[config.mk]
export PLATFORM = sky130hd
export DESIGN_NAME = icache_direct_mapped
export DESIGN_NICKNAME = d
export VERILOG_FILES = /design/src/rtl/icache_pkg.sv /design/src/rtl/icache_sat_counter.sv /design/src/rtl/icache_direct_mapped.sv
export SDC_FILE = /design/constraint.sdc
export NUM_CORES = 1
export LEC_CHECK = 0
export CELL_PAD_IN_SITES_DETAIL_PLACEMENT = 1
export CELL_PAD_IN_SITES_GLOBAL_PLACEMENT = 1
export CORE_AREA = 2 2 203 205
export CTS_BUF_LIST = sky130_fd_sc_hd__clkbuf_16
export CTS_CLUSTER_SIZE = 40
export DETAILED_ROUTE_END_ITERATION = 12
export DIE_AREA = 0 0 205 207
export HOLD_SLACK_MARGIN = 0.02
export PLACE_DENSITY_LB_ADDON = 0.3
export SLEW_MARGIN = 0
export SYNTH_ARGS = -nofsm -noshare
export SYNTH_HDL_FRONTEND = slang
export SYNTH_SLANG_ARGS = --single-unit
[constraint.sdc]
create_clock -name clock -period 8.4 [get_ports clock]
set_input_delay 1.68 -clock clock [delete_from_list [all_inputs] [get_ports clock]]
set_output_delay 1.68 -clock clock [all_outputs]
set_load 0.02 [all_outputs]
[src/rtl/icache_pkg.sv]
// Shared types and address/word helpers for the direct-mapped instruction cache.
// Helper widths follow the default cache geometry.
package icache_pkg;

    localparam int FETCH_ADDR_W      = 8;
    localparam int FETCH_INDEX_W     = 2;
    localparam int FETCH_WORD_W      = 16;
    localparam int OFFSET_W          = 2;
    localparam int WORDS_PER_LINE    = 4;
    localparam int FETCH_LINE_W      = WORDS_PER_LINE * FETCH_WORD_W;
    localparam int FETCH_TAG_W       = FETCH_ADDR_W - FETCH_INDEX_W - OFFSET_W;
    localparam int FETCH_LINE_ADDR_W = FETCH_ADDR_W - OFFSET_W;

    typedef enum logic [1:0] {
        IDLE      = 2'd0,
        MISS_REQ  = 2'd1,
        MISS_WAIT = 2'd2,
        RESPOND   = 2'd3
    } state_e;

    function automatic logic [FETCH_TAG_W-1:0] addr_tag(input logic [FETCH_ADDR_W-1:0] a);
        return a[FETCH_ADDR_W-1:FETCH_INDEX_W+OFFSET_W];
    endfunction

    function automatic logic [FETCH_INDEX_W-1:0] addr_index(input logic [FETCH_ADDR_W-1:0] a);
        return a[FETCH_INDEX_W+OFFSET_W-1:OFFSET_W];
    endfunction

    function automatic logic [OFFSET_W-1:0] addr_offset(input logic [FETCH_ADDR_W-1:0] a);
        return a[OFFSET_W-1:0];
    endfunction

    function automatic logic [FETCH_LINE_ADDR_W-1:0] addr_line(input logic [FETCH_ADDR_W-1:0] a);
        return a[FETCH_ADDR_W-1:OFFSET_W];
    endfunction

    // Offset 0 is the most significant word of the line.
    function automatic logic [FETCH_WORD_W-1:0] word_select(input logic [FETCH_LINE_W-1:0] line,
                                                           input logic [OFFSET_W-1:0]     off);
        logic [FETCH_WORD_W-1:0] w;
        w = {FETCH_WORD_W{1'b0}};
        for (int i = 0; i < WORDS_PER_LINE; i++) begin
            if (off == i[OFFSET_W-1:0]) begin
                w = line[(WORDS_PER_LINE-1-i)*FETCH_WORD_W +: FETCH_WORD_W];
            end
        end
        return w;
    endfunction

endpackage

[src/rtl/icache_sat_counter.sv]
// Saturating event counter: counts up on inc_i and sticks at all-ones.
module icache_sat_counter #(
    parameter int CNT_W = 16
) (
    input  logic             clock,
    input  logic             reset,
    input  logic             inc_i,
    output logic [CNT_W-1:0] count_o
);

    logic [CNT_W-1:0] count_q;

    // Count register, held once it reaches all-ones.
    always_ff @(posedge clock or posedge reset) begin
        if (reset) begin
            count_q <= {CNT_W{1'b0}};
        end else if (inc_i && (count_q != {CNT_W{1'b1}})) begin
            count_q <= count_q + {{(CNT_W-1){1'b0}}, 1'b1};
        end
    end

    assign count_o = count_q;

endmodule

[src/rtl/icache_direct_mapped.sv]
// Direct-mapped instruction cache in front of a line ROM with one registered cycle of latency.
// Hits answer on the next edge; misses fetch one line and answer three edges after the request.
module icache_direct_mapped
    import icache_pkg::*;
#(
    parameter int ADDR_W     = FETCH_ADDR_W,
    parameter int INDEX_W    = FETCH_INDEX_W,
    parameter int WORD_W     = FETCH_WORD_W,
    parameter int LINE_W     = FETCH_LINE_W,
    parameter int MEM_ADDR_W = FETCH_LINE_ADDR_W,
    parameter int CNT_W      = 16
) (
    input  logic                  clock,
    input  logic                  reset,
    input  logic                  cpu_req,
    input  logic [ADDR_W-1:0]     cpu_addr,
    input  logic                  flush,
    output logic                  cpu_ready,
    output logic [WORD_W-1:0]     cpu_data,
    output logic                  cpu_busy,
    output logic                  mem_enable,
    output logic [MEM_ADDR_W-1:0] mem_address,
    input  logic [LINE_W-1:0]     mem_data,
    output logic [CNT_W-1:0]      hit_count,
    output logic [CNT_W-1:0]      miss_count
);

    localparam int LINES = 1 << INDEX_W;
    localparam int TAG_W = ADDR_W - INDEX_W - OFFSET_W;

    state_e                state_q;
    logic [LINES-1:0]      valid_q;
    logic [TAG_W-1:0]      tag_q  [LINES];
    logic [LINE_W-1:0]     data_q [LINES];
    logic [ADDR_W-1:0]     addr_q;
    logic                  cpu_ready_q;
    logic                  cpu_busy_q;
    logic                  mem_enable_q;
    logic [WORD_W-1:0]     cpu_data_q;
    logic [MEM_ADDR_W-1:0] mem_address_q;

    logic [INDEX_W-1:0]    req_index_s;
    logic [INDEX_W-1:0]    miss_index_s;
    logic                  accept_s;
    logic                  hit_s;
    logic                  hit_inc_s;
    logic                  miss_inc_s;

    // Lookup of the presented address; flush takes priority over a request.
    always_comb begin
        req_index_s  = addr_index(cpu_addr);
        miss_index_s = addr_index(addr_q);
        accept_s     = (state_q == IDLE) && !flush && cpu_req;
        hit_s        = valid_q[req_index_s] && (tag_q[req_index_s] == addr_tag(cpu_addr));
        hit_inc_s    = accept_s && hit_s;
        miss_inc_s   = accept_s && !hit_s;
    end

    // Control FSM with valid bits and registered outputs.
    always_ff @(posedge clock or posedge reset) begin
        if (reset) begin
            state_q       <= IDLE;
            valid_q       <= {LINES{1'b0}};
            addr_q        <= {ADDR_W{1'b0}};
            cpu_ready_q   <= 1'b0;
            cpu_busy_q    <= 1'b0;
            mem_enable_q  <= 1'b0;
            cpu_data_q    <= {WORD_W{1'b0}};
            mem_address_q <= {MEM_ADDR_W{1'b0}};
        end else begin
            case (state_q)
                IDLE: begin
                    cpu_ready_q <= 1'b0;
                    if (flush) begin
                        valid_q <= {LINES{1'b0}};
                    end else if (cpu_req) begin
                        if (hit_s) begin
                            cpu_ready_q <= 1'b1;
                            cpu_data_q  <= word_select(data_q[req_index_s], addr_offset(cpu_addr));
                        end else begin
                            addr_q        <= cpu_addr;
                            cpu_busy_q    <= 1'b1;
                            mem_enable_q  <= 1'b1;
                            mem_address_q <= addr_line(cpu_addr);
                            state_q       <= MISS_REQ;
                        end
                    end
                end
                MISS_REQ: begin
                    mem_enable_q <= 1'b0;
                    state_q      <= MISS_WAIT;
                end
                MISS_WAIT: begin
                    valid_q[miss_index_s] <= 1'b1;
                    cpu_ready_q           <= 1'b1;
                    cpu_data_q            <= word_select(mem_data, addr_offset(addr_q));
                    state_q               <= RESPOND;
                end
                RESPOND: begin
                    cpu_ready_q <= 1'b0;
                    cpu_busy_q  <= 1'b0;
                    state_q     <= IDLE;
                end
                default: begin
                    cpu_ready_q  <= 1'b0;
                    cpu_busy_q   <= 1'b0;
                    mem_enable_q <= 1'b0;
                    state_q      <= IDLE;
                end
            endcase
        end
    end

    // Tag and data storage need no reset; valid bits guard them.
    always_ff @(posedge clock) begin
        if (state_q == MISS_WAIT) begin
            tag_q[miss_index_s]  <= addr_tag(addr_q);
            data_q[miss_index_s] <= mem_data;
        end
    end

    icache_sat_counter #(.CNT_W(CNT_W)) u_hit_cnt (
        .clock   (clock),
        .reset   (reset),
        .inc_i   (hit_inc_s),
        .count_o (hit_count)
    );

    icache_sat_counter #(.CNT_W(CNT_W)) u_miss_cnt (
        .clock   (clock),
        .reset   (reset),
        .inc_i   (miss_inc_s),
        .count_o (miss_count)
    );

    assign cpu_ready   = cpu_ready_q;
    assign cpu_data    = cpu_data_q;
    assign cpu_busy    = cpu_busy_q;
    assign mem_enable  = mem_enable_q;
    assign mem_address = mem_address_q;

endmodule

==> results.cfg, run 1 <==
[cts]
post_cts_resized = 0
root_buffer = clkbuf_16
cts_setup_buffers = 0
holdBufCountCts = 0
insertion_delay_ps = 530
cts.htree.levels = 2
clock_path_buffers = 3
cts_tree = done
cts_buffers = 37
clk_pin_slew_worst_paths_ps = 60
clkSinkCount = 337

[timing]
slew_headroom_pct = 24.2
tns_ps = 0
max_freq_mhz = 217
skew_ps = 14.6
finalHoldViolCount = 0
min_period_over_period_pct = 54.9
tightest_slew_ps = 1140
setup_viol = 0
fin_crit_ps = 4610
rsz0062_at_grt = false
slew_viol_final = 0

[finish]
num_antenna_cells = 0
layout-drive-gt1-share_pct = 23.7
multi_input_area_um2 = 3890
fillCellCount = 3966
ff_latch_area_um2 = 9790
layout_commonest_cell = edfxtp_1
layout.nets = 967
mostFrequentLayoutCells = edfxtp_1, clkdlybuf4s50_1, mux4_2
area_growth_pct = 22.2

[worst_setup_path]
crit_top_cell = buf_4
cp-start-kind = input port
cp_top_family = buffers and inverters
slowest_delay_ps = 790
worstSetupPathType = in2reg
critical_path.max_fanout = 39
timing.critical_path.buf_inv = 3
critPathArrivalTime_ps = 5010
worstPathCellList = buf_4, buf_4, mux4_2, xnor2_1, o211ai_2, buf_4, a2bb2oi_4, mux2_2
crit_slowest_cell = a2bb2oi_4
end_kind = flip-flop
required_ps = 8800

[logic_synthesis]
synth_area_um2 = 14000
synth_edf_count = 272
async_reset_ff_share_pct = 19.3
yosysWarnings = 0
synth_nets = 827
yosys_most_used_dff = edfxtp_1
yosysSeqAreaShare_pct = 70.0
syn_area_per_cell_um2 = 18.8
synthesis.instances = 744
ys_seq_elements = 337
synthDistinctLibCells = 42

[routing]
drt_iter0_drc = 536
wl_per_cell_um = 22.3
vias = 7253
viasPerCell = 5.02
firstDrtPassIters = 5
drc = 0
routed_wl_mm = 32.2
final_antenna_net_count = 0

[floorplan]
core_area_um2 = 40400
io_pins = 133
rows = 74
start_util_pct = 34.7
die-area_um2 = 42400
die_h_um = 207
die_w_um = 205

[placement]
hpwl_mm = 18.7
portBuffers = 132
gp_congestion = 0.717

[worst_hold_path]
hp-class = reg2reg

[global_routing]
grt_pass1_vias = 7939
antenna_found_initial = 0
track_usage_pct = 15.4
grt_max_degree = 70
overflow = 0
grt_first_pass_wirelength_mm = 49.4

[pwr]
p_leak_uw = 0.00598
total_power_uw = 5170
peakVddDrop_v = 0.000182
power_density_nw_per_um2 = 302

[outcome]
status = finished, final reports clean

[flow_run]
drv_cap = 0
cell type report:
class	count	area share, %
well taps	532	3.89
multi-input cells	343	22.8
inverters	21	0.469
repair buffers	144	8.20
flip-flops and latches	337	57.3
clock inverters	30	1.79
clock buffers	38	5.56
metal layers:
layer	track usage, %	up-vias	wire length (um)
met1	20.9	3826	14200
met4	4.09	0	600
met3	2.28	39	1280
met2	26.0	153	16100
li1	-	3235	-
met5	0	-	0
metrics by stage:
| step | setup WS (ps) | hold WS (ps) | instances | instance area, um^2 | util (%) |
|---|---|---|---|---|---|
| after global routing | 3620 | 516 | 1445 | 17100 | 42.3 |
| after global placement | 3170 | 476 | 1377 | 15800 | 39.2 |
| after floorplan | 1860 | 462 | 744 | 14000 | - |
| after CTS | 3690 | 494 | 1445 | 17100 | 42.3 |
| final | 3790 | 485 | 1445 | 17100 | 42.3 |
| after detailed placement | 3140 | 481 | 1377 | 15800 | 39.2 |
cells in the mapped netlist, types with 5 or more instances:
cell,count,area (um^2)
a21oi_1,22,110
nor2_1,19,71.3
buf_2,9,45.0
mux2_2,48,541
nand4_1,8,50.1
edfxtp_1,272,8170
o22ai_1,16,100
buf_1,6,22.5
nor3_1,8,40.0
inv_1,21,78.8
nand2_1,17,63.8
mux4_2,82,1850
xor2_1,16,140
mux2i_1,9,90.1
clkbuf_1,14,52.6
ha_1,7,87.6
nor2b_1,5,31.3
nand3_1,16,80.1
and3_1,14,87.6
dfrtp_1,65,1630
xnor2_1,18,158
mux2_4,10,150
buf_4,11,82.6
power breakdown:
part | total (uW) | switching (uW) | internal, uW
Clock | 1650 | 645 | 1010
Sequential | 2340 | 154 | 2190
Combinational | 1170 | 639 | 536
Total | 5170 | 1440 | 3730
cell families (layout without fill, tap and decap cells):
logic type / Yosys count / in the layout / share of synthesized area (%)
AOI/OAI and AO/OA: 48 / 48 / 2.14
xor gates and xnor gates: 34 / 34 / 2.13
adders and majority gates: 7 / 7 / 0.626
buffers and inverters: 64 / 233 / 2.32
DFF: 337 / 337 / 70.0
muxes: 150 / 150 / 18.9
and+or+nand+nor: 104 / 104 / 3.91
sequential cells by signal, summed over array words and instances, names as in the netlist:
register            count
u_miss_cnt.count_o     16
state_q                 2
cpu_busy                1
mem_enable              1
cpu_ready               1
valid_q                 4
data_q                256
tag_q                  16
u_hit_cnt.count_o      16
addr_q                  8
cpu_data               16
worst paths after layout:
check                           slack [ps]  cells past startpoint                    to   startpoint
worst min-delay path                   480                      2             cpu_ready    cpu_ready
min in group asynchronous             1790                      3  u_hit_cnt.count_o[8]        reset
worst min register to register         480                      2             cpu_ready    cpu_ready
worst max-delay path                  3790                      8          cpu_data[13]  cpu_addr[3]
worst max register to register        5470                      7          cpu_data[13]   valid_q[3]
max in group asynchronous             5960                      3          cpu_data[13]        reset
tightest hold or removal path: cells and delay by family, from the launching register on:
family             cells  cell delay [ps]
DFF                    1              340
AOI/OAI and AO/OA      1               60
and+or+nand+nor        1               50
Note: power is estimated with default switching activity, not from simulation.
==> inputs of run 2 (changes only) <==
clock period = 4.38 ns   (was 8.4 ns; I/O delays follow)
==> run 2 against run 1 <==
  * Sequential power rose by 93%
  * Via count rose by 0.81%
  * Clock-buffer cell count did not move
  * First-iteration DRC count fell by 9.5%
  * Worst hold slack improved by 2.4 ps
  * Worst setup slack got worse by 2300 ps
  * Cell count rose by 0.21%
  * Critical path depth did not move
  * Die area did not move
  * Critical path type unchanged
==> results.cfg, run 2 (same netlist as run 1, synthesis figures left out) <==
[floorplan]
rows = 74
die-area_um2 = 42400
die_h_um = 207
start_util_pct = 34.7
die_w_um = 205
core_area_um2 = 40400
io_pins = 133

[routing]
drc = 0
viasPerCell = 5.05
routed_wl_mm = 32.8
wl_per_cell_um = 22.6
final_antenna_net_count = 0
vias = 7312
drt_iter0_drc = 485
firstDrtPassIters = 5

[cts]
cts_tree = done
cts.htree.levels = 2
clk_pin_slew_worst_paths_ps = 60
cts_setup_buffers = 0
post_cts_resized = 0
clkSinkCount = 337
root_buffer = clkbuf_16
cts_buffers = 37
insertion_delay_ps = 530
clock_path_buffers = 3
holdBufCountCts = 0

[timing]
finalHoldViolCount = 0
max_freq_mhz = 352
min_period_over_period_pct = 64.9
tns_ps = 0
tightest_slew_ps = 1090
whs_ps = 487
fin_crit_ps = 2840
setup_viol = 0
rsz0062_at_grt = false
skew_ps = 23.0
slew_headroom_pct = 27.5
slew_viol_final = 0

[placement]
gp_congestion = 0.702
dpl-instance-area_um2 = 15900
hpwl_mm = 19.7
portBuffers = 132

[pwr]
total_power_uw = 9700
p_leak_uw = 0.00597
peakVddDrop_v = 0.000267
power_density_nw_per_um2 = 568

[finish]
mostFrequentLayoutCells = edfxtp_1, clkdlybuf4s50_1, mux4_2
largest_reg_flops = 256
top_register = data_q
fillCellCount = 3950
num_antenna_cells = 0
layout-drive-gt1-share_pct = 23.6
fin_util_pct = 42.3
area_growth_pct = 22.0
layout.nets = 972
design_area_um2 = 17100
layout_commonest_cell = edfxtp_1

[flow_run]
drv_cap = 0

[worst_setup_path]
crit_top_cell = buf_4
cp-start-kind = input port
required_ps = 4790
slowest_delay_ps = 470
critPathArrivalTime_ps = 3250
crit_slowest_cell = mux4_2
cp_top_family = multiplexers
critical_path.max_fanout = 37
worstPathCellList = buf_4, mux2i_1, nor2b_1, mux4_2, o211ai_2, buf_4, nand2_2, mux2_2
timing.critical_path.buf_inv = 2
worstSetupPathType = in2reg
end_kind = flip-flop

[worst_hold_path]
hp-class = reg2reg

[global_routing]
antenna_found_initial = 2
grt_pass1_vias = 8055
track_usage_pct = 15.9
grt_first_pass_wirelength_mm = 50.6
overflow = 0
grt_max_degree = 70

[outcome]
status = finished, final reports clean
## run 2: area by class of cell
| type | count | area, um^2 | share of cell area [%] |
|---|---|---|---|
| Sequential cell | 337 | 9790 | 57.4 |
| Multi-Input combinational cell | 343 | 3900 | 22.8 |
| Timing Repair Buffer | 149 | 1490 | 8.73 |
| Clock buffer | 38 | 951 | 5.57 |
| Tap cell | 532 | 666 | 3.90 |
| Clock inverter | 28 | 181 | 1.06 |
| Inverter | 21 | 80.1 | 0.469 |
## run 2: per-layer routing
| metal | track usage (%) | vias up | wire, um |
|---|---|---|---|
| met5 | 0 | - | 26 |
| met4 | 3.89 | 4 | 575 |
| met3 | 2.96 | 41 | 1900 |
| met2 | 26.5 | 184 | 16200 |
| met1 | 21.4 | 3832 | 14000 |
| li1 | - | 3251 | - |
## run 2: final timing paths
check	from	endpoint	slack, ps	cells after the start
max	cpu_addr[3]	addr_q[2]	1540	8
min	u_miss_cnt.count_o[11]	u_miss_cnt.count_o[11]	490	1
max reg2reg	state_q[0]	cpu_data[4]	1580	7
min reg2reg	u_miss_cnt.count_o[11]	u_miss_cnt.count_o[11]	490	1
max in group asynchronous	reset	addr_q[6]	2910	3
min in group asynchronous	reset	cpu_data[2]	720	2
## run 2: stage by stage
stage / setup WS, ps / cells
finish: 1540 / 1448
global route: 1380 / 1448
CTS: 1500 / 1448
detailed placement: 943 / 1382
global placement: 990 / 1382
floorplan: 294 / 744
## run 2: worst reg2reg max path: stages (launching register included)
cell      delay [ps]
dfrtp_1          400
inv_1            160
ha_1             620
nand2b_1         770
buf_4            320
o22ai_1          110
a21oi_1          180
mux2_4           160
## run 2: where the power goes
part | total, uW | internal [uW] | switching, uW
registers | 4510 | 4180 | 323
clock network | 2910 | 1690 | 1220
logic | 2280 | 1070 | 1210
total | 9700 | 6940 | 2760
